[src/rtl/conv33_ctrl_pkg.sv]
// Shared types for the 3x3 stencil stream controller.
package conv33_ctrl_pkg;

    typedef enum logic [1:0] {
        IDLE,
        RUN,
        DRAIN,
        FINISH
    } state_t;

    localparam int KSIZE  = 3;
    localparam int WIN_TH = KSIZE - 1;

    // Travels alongside each datapath advance to mark complete windows.
    typedef struct packed {
        logic win;
        logic last;
    } tag_t;

endpackage

[src/rtl/conv33_raster_counter.sv]
// Raster column/row tracker for the pixel accepted next.
module conv33_raster_counter
    import conv33_ctrl_pkg::*;
#(
    parameter int IMG_W = 64,
    parameter int IMG_H = 64,
    parameter int CW    = 6
) (
    input  logic          clk,
    input  logic          reset,
    input  logic          clr,
    input  logic          inc,
    output logic [CW-1:0] col,
    output logic [CW-1:0] row,
    output logic          at_last
);

    localparam logic [CW-1:0] COL_MAX = CW'(IMG_W - 1);
    localparam logic [CW-1:0] ROW_MAX = CW'(IMG_H - 1);

    assign at_last = (col == COL_MAX) && (row == ROW_MAX);

    always_ff @(posedge clk) begin
        if (reset || clr) begin
            col <= '0;
            row <= '0;
        end else if (inc) begin
            if (col == COL_MAX) begin
                col <= '0;
                row <= (row == ROW_MAX) ? '0 : row + 1'b1;
            end else begin
                col <= col + 1'b1;
            end
        end
    end

endmodule

[src/rtl/conv33_stream_ctrl.sv]
// 3x3 stencil sequencer: pixel handshake, datapath advance, window tagging,
// one-entry output register and end-of-frame flush.
module conv33_stream_ctrl
    import conv33_ctrl_pkg::*;
#(
    parameter int IMG_W = 64,
    parameter int IMG_H = 64,
    parameter int DW    = 16,
    parameter int LAT   = 1,
    localparam int CW   = $clog2((IMG_W > IMG_H) ? IMG_W : IMG_H)
) (
    input  logic          clk,
    input  logic          reset,
    input  logic          start,
    output logic          busy,
    output logic          done,
    input  logic          in_valid,
    output logic          in_ready,
    output logic          dp_en,
    input  logic [DW-1:0] sum_in,
    output logic          out_valid,
    input  logic          out_ready,
    output logic [DW-1:0] out_data,
    output logic          out_last,
    output logic [CW-1:0] col,
    output logic [CW-1:0] row
);

    localparam int DCW = $clog2(LAT + 1);

    state_t             state, state_nxt;
    tag_t [LAT-1:0]     tag_pipe;
    tag_t               new_tag;
    logic [DCW-1:0]     drain_cnt;
    logic               clr, at_last, accept, slot_free, tag_end, stall;

    conv33_raster_counter #(
        .IMG_W (IMG_W),
        .IMG_H (IMG_H),
        .CW    (CW)
    ) u_cnt (
        .clk     (clk),
        .reset   (reset),
        .clr     (clr),
        .inc     (accept),
        .col     (col),
        .row     (row),
        .at_last (at_last)
    );

    assign accept    = in_valid && in_ready;
    assign slot_free = !out_valid || out_ready;
    assign tag_end   = tag_pipe[LAT-1].win;
    // A finished window at the pipe end must not be pushed out of a full slot.
    assign stall     = tag_end && !slot_free;
    assign busy      = (state != IDLE);

    // DRAIN advances insert {0,0} bubbles.
    assign new_tag.win  = (state == RUN) && (col >= CW'(WIN_TH)) && (row >= CW'(WIN_TH));
    assign new_tag.last = (state == RUN) && at_last;

    always_comb begin
        state_nxt = state;
        in_ready  = 1'b0;
        dp_en     = 1'b0;
        clr       = 1'b0;
        case (state)
            IDLE: begin
                if (start) begin
                    state_nxt = RUN;
                    clr       = 1'b1;
                end
            end
            RUN: begin
                in_ready = !stall;
                dp_en    = in_valid && !stall;
                if (dp_en && at_last) state_nxt = DRAIN;
            end
            DRAIN: begin
                dp_en = !stall;
                if (dp_en && drain_cnt == DCW'(1)) state_nxt = FINISH;
            end
            FINISH: begin
                if (!out_valid) state_nxt = IDLE;
            end
            default: state_nxt = IDLE;
        endcase
    end

    always_ff @(posedge clk) begin
        if (reset) begin
            state     <= IDLE;
            drain_cnt <= '0;
            done      <= 1'b0;
        end else begin
            state <= state_nxt;
            done  <= (state == FINISH) && !out_valid;
            if (state == RUN && state_nxt == DRAIN)
                drain_cnt <= DCW'(LAT);
            else if (state == DRAIN && dp_en)
                drain_cnt <= drain_cnt - 1'b1;
        end
    end

    always_ff @(posedge clk) begin
        if (reset) begin
            tag_pipe <= '0;
        end else if (dp_en) begin
            for (int i = LAT - 1; i > 0; i--) tag_pipe[i] <= tag_pipe[i-1];
            tag_pipe[0] <= new_tag;
        end
    end

    // sum_in is the result matching the tag at the pipe end, sampled before the advance.
    always_ff @(posedge clk) begin
        if (reset) begin
            out_valid <= 1'b0;
            out_data  <= '0;
            out_last  <= 1'b0;
        end else if (dp_en && tag_end) begin
            out_valid <= 1'b1;
            out_data  <= sum_in;
            out_last  <= tag_pipe[LAT-1].last;
        end else if (out_ready) begin
            out_valid <= 1'b0;
        end
    end

endmodule

[config.mk]
export PLATFORM = sky130hd
export DESIGN_NAME = conv33_stream_ctrl
export DESIGN_NICKNAME = d
export VERILOG_FILES = /design/src/rtl/conv33_ctrl_pkg.sv /design/src/rtl/conv33_raster_counter.sv /design/src/rtl/conv33_stream_ctrl.sv
export SDC_FILE = /design/constraint.sdc
export NUM_CORES = 1
export LEC_CHECK = 0
export ABC_AREA = 1
export CAP_MARGIN = 30
export CELL_PAD_IN_SITES_DETAIL_PLACEMENT = 2
export CELL_PAD_IN_SITES_GLOBAL_PLACEMENT = 2
export CORE_ASPECT_RATIO = 1.25
export CORE_UTILIZATION = 23
export DETAILED_ROUTE_END_ITERATION = 16
export PLACE_DENSITY = 0.85
export RECOVER_POWER = 100
export SLEW_MARGIN = 20
export SYNTH_ARGS = -nofsm -noshare
export SYNTH_HDL_FRONTEND = slang
export SYNTH_SLANG_ARGS = --single-unit
[constraint.sdc]
create_clock -name clk -period 1.5 [get_ports clk]
set_input_delay 0.225 -clock clk [delete_from_list [all_inputs] [get_ports clk]]
set_output_delay 0.225 -clock clk [all_outputs]
set_load 0.005 [all_outputs]
# ---- Word-level counts from Yosys, hierarchy flattened
# Cells that the tools add are included.
dict set report totals {
  regBits 36
  input_bits 21
  out_inout_bits 34
  word_cells 59
}
dict set report op_classes {
  add_sub_neg 3
  order_cmp 2
  eq_ne 6
  n_mux 15
  reduce_logical 23
}
# op count
set op_table {}
lappend op_table {{$logic_and 1x1->1} 13}
lappend op_table {{$add 6x1->6 const B} 2}
lappend op_table {{$eq 6x6->1 const B} 2}
lappend op_table {{$ge 6x2->1 const B} 2}
lappend op_table {{$mux 6} 2}
lappend op_table {{$mux 2} 4}
lappend op_table {{$pmux 2 s4} 1}
lappend op_table {{$mux 1} 7}
lappend op_table {{$eq 2x2->1 const B} 3}
lappend op_table {{$reduce_bool 2->1} 3}
lappend op_table {{$logic_not 1->1} 3}
lappend op_table {{$eq 2x1->1 const B} 1}
lappend op_table {{$logic_not 2->1} 1}
lappend op_table {{$logic_or 1x1->1} 2}
lappend op_table {{$pmux 1 s2} 1}
lappend op_table {{$reduce_and 2->1} 1}
lappend op_table {{$sub 1x1->1 const B} 1}

# ---- Depth between registers and ports, before layout
dict set report logic_depth {
  ltp_word 12
  ltp_mapped 12
}

# ---- Cells and area by module
# From an unflattened synthesis, not the netlist that was laid out.
dict set report unflattened {
  hier_cells 241
  area_unflattened_um2 1835.5
}
# module instances cells_per_inst area_per_inst_um2 seq_area_each_um2
set by_module_without_submodules {}
lappend by_module_without_submodules {conv33_stream_ctrl 1 155 1217.4 480.5}
lappend by_module_without_submodules {conv33_raster_counter 1 86 618.1 240.2}

# ---- Least setup slack after synthesis
# No wires, ideal clock.
dict set report synth_path {
  path_type {reg2reg}
  start {register state[1]}
  end {register out_data[15]}
  setup_time_ns 0.134
  arrival_ns 1.394
  t_required_ns 1.366
  setup_slack_ns -0.028
  stages_incl_launch_ff 9
  path_buffers 1
  cell_sequence {dfxtp_1 > inv_1 > ha_1 > nand3_4 > a21boi_4 > nand2_4 > buf_6 > nand2_1 > a21oi_1}
}
dict set report synth_via {
  elab_chain_cells 3
  elab_cells_between_ends 4
  classes_between {2 x eq/ne; 1 x mux; 1 x reduce/logical}
}
# item line
set synth_lines {}
lappend synth_lines {{start, declared} conv33_stream_ctrl.sv:31} ;# state_t state, state_nxt;
lappend synth_lines {{start signal, assigned} conv33_stream_ctrl.sv:96} ;# state <= state_nxt;
lappend synth_lines {{$eq 2x2->1 / $eq 2x1->1 (equally long branches)} conv33_stream_ctrl.sv:67} ;# case (state)
lappend synth_lines {{$pmux 1 s2 *} conv33_stream_ctrl.sv:67}
lappend synth_lines {{$logic_and 1x1->1 *} conv33_stream_ctrl.sv:120} ;# end else if (dp_en && tag_end) begin
lappend synth_lines {{end signal, assigned} conv33_stream_ctrl.sv:122} ;# out_data <= sum_in;
lappend synth_lines {{end, declared} conv33_stream_ctrl.sv:23} ;# output logic [DW-1:0] out_data,
# Every way passes the cells marked *; elsewhere a longest branch is shown, timed or not.
# A chain may end at the register's enable or synchronous reset.

# ---- Worst setup path in the final report
dict set report layout_path {
  start {register u_cnt.col[0]}
  end {register drain_cnt}
}
dict set report layout_via {
  elab_chain_cells 8
  elab_cells_between_ends 9
  classes_between {2 x eq/ne; 3 x mux; 4 x reduce/logical}
}
# item line
set layout_lines {}
lappend layout_lines {{start, declared} conv33_raster_counter.sv:13} ;# output logic [CW-1:0] col,
lappend layout_lines {{start signal, assigned} conv33_raster_counter.sv:32} ;# col <= col + 1'b1;
lappend layout_lines {{$eq 6x6->1 *} conv33_raster_counter.sv:21} ;# assign at_last = (col == COL_MAX) && (row == ROW_MAX);
lappend layout_lines {{$logic_and 1x1->1 *} conv33_raster_counter.sv:21}
lappend layout_lines {{$logic_and 1x1->1 *} conv33_stream_ctrl.sv:77} ;# if (dp_en && at_last) state_nxt = DRAIN;
lappend layout_lines {{$mux 2 *} conv33_stream_ctrl.sv:77}
lappend layout_lines {{$pmux 2 s4 *} conv33_stream_ctrl.sv:67}
lappend layout_lines {{$eq 2x2->1 *} conv33_stream_ctrl.sv:98} ;# if (state == RUN && state_nxt == DRAIN)
lappend layout_lines {{$logic_and 1x1->1 *} conv33_stream_ctrl.sv:98}
lappend layout_lines {{$mux 1 / $reduce_bool 2->1 (equally long branches)} -}
lappend layout_lines {{end signal, assigned} conv33_stream_ctrl.sv:99} ;# drain_cnt <= DCW'(LAT);
lappend layout_lines {{end signal, assigned} conv33_stream_ctrl.sv:101} ;# drain_cnt <= drain_cnt - 1'b1;
lappend layout_lines {{end, declared} conv33_stream_ctrl.sv:34} ;# logic [DCW-1:0] drain_cnt;
# Marked as above.

==> results_dict.tcl <==
set metrics [dict create \
    worst_slack_ps -260.6 \
    diodes 0 \
    worst-path-max-fanout 4 \
    slowest_stage "dfxtp_2" \
    slew_headroom_pct 59.21 \
    cts.sinks 36 \
    hold_ws_ps 470.5 \
    portBuffers 54 \
    grtUsageTotal_pct 17.64 \
    grt_max_degree 25 \
    power.density_nw_per_um2 665.1 \
    core.rowCount 35 \
    drive_gt1_share_pct 43.38 \
    drt_wl_total_mm 8.814 \
    dpl_cell_area_um2 2605 \
    syn_to_final_growth_pct 88.45 \
    synth_seq_cells 36 \
    rsz0062_at_grt "yes" \
    hpwl_mm 4.756 \
    leakage_nw 1.348 \
    ys_types 32 \
    routed_via_density 4.902 \
    clk_latency_ps 300 \
    crit_chain "ha_4, nand3_2, nor2_4, nand2_2, o21ai_2, nand2_1, nand2_1, nand2_2, nor2_1, nor2_1, nor2_1" \
    crit_path_end_kind "flip-flop" \
    wire_per_inst_um 21.14 \
    fin_nets 354 \
    die_w_um 79.64 \
    dieArea_um2 7887 \
    drtPass1Iterations 4 \
    worstMarginPinSlew_ps 611.9 \
    hold_viol_final 0 \
    clockBufferDepth 2 \
    crit_required_ps 1720 \
    syn_nets 251 \
    synth_area_um2 1733 \
    yosysWarnings 0 \
    power.ir.vdd_worst_uv 383.0 \
    grt_antenna_before_repair 0 \
    final_cell_mix "clkdlybuf4s50_1 (39), buf_4 (37), nand2_1 (33), a21oi_1 (22), dfxtp_1 (22)" \
    die_h_um 99.05 \
    drtIter0Drc 57 \
    coreArea_um2 7313 \
    final.period_utilization_pct 117.4 \
    skew_ps 10.37 \
    cap_viol_max_count 0 \
    reg2reg_slack_ps -260 \
    grt_pass1_vias 2183 \
    mostFrequentLayoutCell "clkdlybuf4s50_1" \
    numCtsBuffers 5 \
    syn_inst 221 \
    violations "setup timing" \
    worstPathArrival_ps 1980 \
    drc 0 \
    hold_path.class "reg2reg" \
    outcome "finished with violations" \
    slew_violations 0 \
    start_util_pct 23.70 \
    grt_pass1_wl_mm 10.74 \
    setup_viol 28 \
    clkSlewWorstSetupHoldPaths_ps 90 \
    grt_overflow 0 \
    fin_util_pct 44.65 \
    syn_area_per_cell_um2 7.841 \
    vias 2044 \
    crit_top_cell "nor2_1" \
    top_level_ports 55 \
    htree_levels 2 \
    worstSetupStartpointType "flip-flop" \
    stdcell_area_um2 3266 \
    setup_tns_ps -1386 \
    period_needed_ps 1761 \
    cts_tree "yes" \
    path_class "reg2reg" \
    route.antenna.remaining_nets 0 \
    ys_seq_area_share_pct 41.59 \
    ctsRootBufferMaster "clkbuf_8" \
    fmax_mhz 568.0 \
    placed_cells 395 \
    final_cell_count_no_fill 417 \
    place_congestion 0.8163 \
    slowest_delay_ps 370 \
]
==> sequential cells by signal, summed over array words and instances (netlist names) <==
| register | cells |
|---|---|
| out_data | 16 |
| done | 1 |
| tag_end | 1 |
| out_last | 1 |
| out_valid | 1 |
| state | 2 |
| u_cnt.col | 6 |
| drain_cnt | 1 |
| u_cnt.row | 6 |
| tag_pipe | 1 |
==> timing repair <==
action | 4_1_cts | 5_1_grt
hold buffers | 0 | 0
hold endpoints to repair | 0 | 0
endpoints found under the setup margin | 41 | 42
setup buffers | 4 | 10
gates resized for setup | 45 | 94
pin swaps | 2 | 19
==> final timing paths <==
kind,from,endpoint,depth (start not counted)
setup / recovery,u_cnt.col[0],drain_cnt,11
hold / removal,out_data[0],out_data[0],2
setup reg to reg,u_cnt.col[0],drain_cnt,11
hold reg to reg,out_data[0],out_data[0],2
==> synth_stat cells <==
cell type | instances | area share [%]
nor3b_1 | 1 | 0.43
a211oi_1 | 1 | 0.43
nor2_1 | 9 | 1.9
a2bb2oi_2 | 1 | 0.87
o21ai_1 | 1 | 0.29
nor3_1 | 5 | 1.4
nor4_1 | 2 | 0.72
xnor2_1 | 1 | 0.51
nand2_1 | 43 | 9.3
a21oi_1 | 31 | 9.0
nor3_2 | 1 | 0.58
nand3_2 | 2 | 1.2
nand2_4 | 1 | 0.65
o21ai_0 | 9 | 2.6
dfxtp_1 | 36 | 42
buf_6 | 3 | 1.9
nand3_1 | 22 | 6.4
o211ai_1 | 1 | 0.43
inv_4 | 1 | 0.36
buf_2 | 3 | 0.87
nand3_4 | 1 | 1.0
inv_1 | 21 | 4.5
a21oi_2 | 2 | 1.0
ha_1 | 9 | 6.5
nand2_2 | 3 | 1.1
a21boi_4 | 1 | 1.1
and3_1 | 1 | 0.36
nor2_2 | 2 | 0.72
nand4_1 | 3 | 1.1
o21ai_2 | 1 | 0.51
inv_2 | 1 | 0.22
clkbuf_1 | 2 | 0.43
==> routing by layer <==
metal,global-route usage (%),part of all wire [%],vias to the layer above
met5,0,0,-
met4,5.874,4.1,0
met3,3.889,4.0,25
met2,34.19,56,67
met1,18.07,36,1004
li1,-,-,948
==> critical path: cells and delay by family, from the launching register on <==
kind / cells / cell delay, ps
flops: 1 / 370
compound gates: 1 / 220
fa+ha+maj: 1 / 140
simple gates: 9 / 960
==> cell families (layout without fill, tap and decap cells) <==
group	Yosys count	after routing	synth area share [%]
compound gates	48	48	16.17
simple gates	96	96	26.86
xor+xnor	1	1	0.5055
buf+inv	31	135	8.375
flops	36	36	41.59
fa+ha+maj	9	9	6.498
==> power by group <==
group / switching [mW] / internal [mW] / leakage [nW] / total [mW]
registers: 0.00702 / 0.957 / 0.298 / 0.964
logic: 0.165 / 0.154 / 0.996 / 0.319
clock network: 0.397 / 0.493 / 0.0541 / 0.889
==> layout make-up <==
| type | instances | area [um2] |
|---|---|---|
| clock buffers | 5 | 68.82 |
| well taps | 92 | 115.1 |
| multi-input cells | 154 | 1200 |
| inverters | 23 | 111.4 |
| clock inverters | 3 | 42.54 |
| fillers | 778 | 4048 |
| flip-flops and latches | 36 | 745.7 |
| repair buffers | 104 | 982.2 |
==> per-stage QoR <==
| step | total power, mW | setup WS, ps |
|---|---|---|
| 6_report | 2.172 | -260.6 |
| 5_1_grt | 2.249 | -336.8 |
| 4_1_cts | 2.123 | -71.31 |
| 3_5_place_dp | 1.225 | -411.3 |
| 3_3_place_gp | 1.215 | -357.5 |
| 2_1_floorplan | 1.078 | 16.08 |
Note: power is estimated with default switching activity, not from simulation.
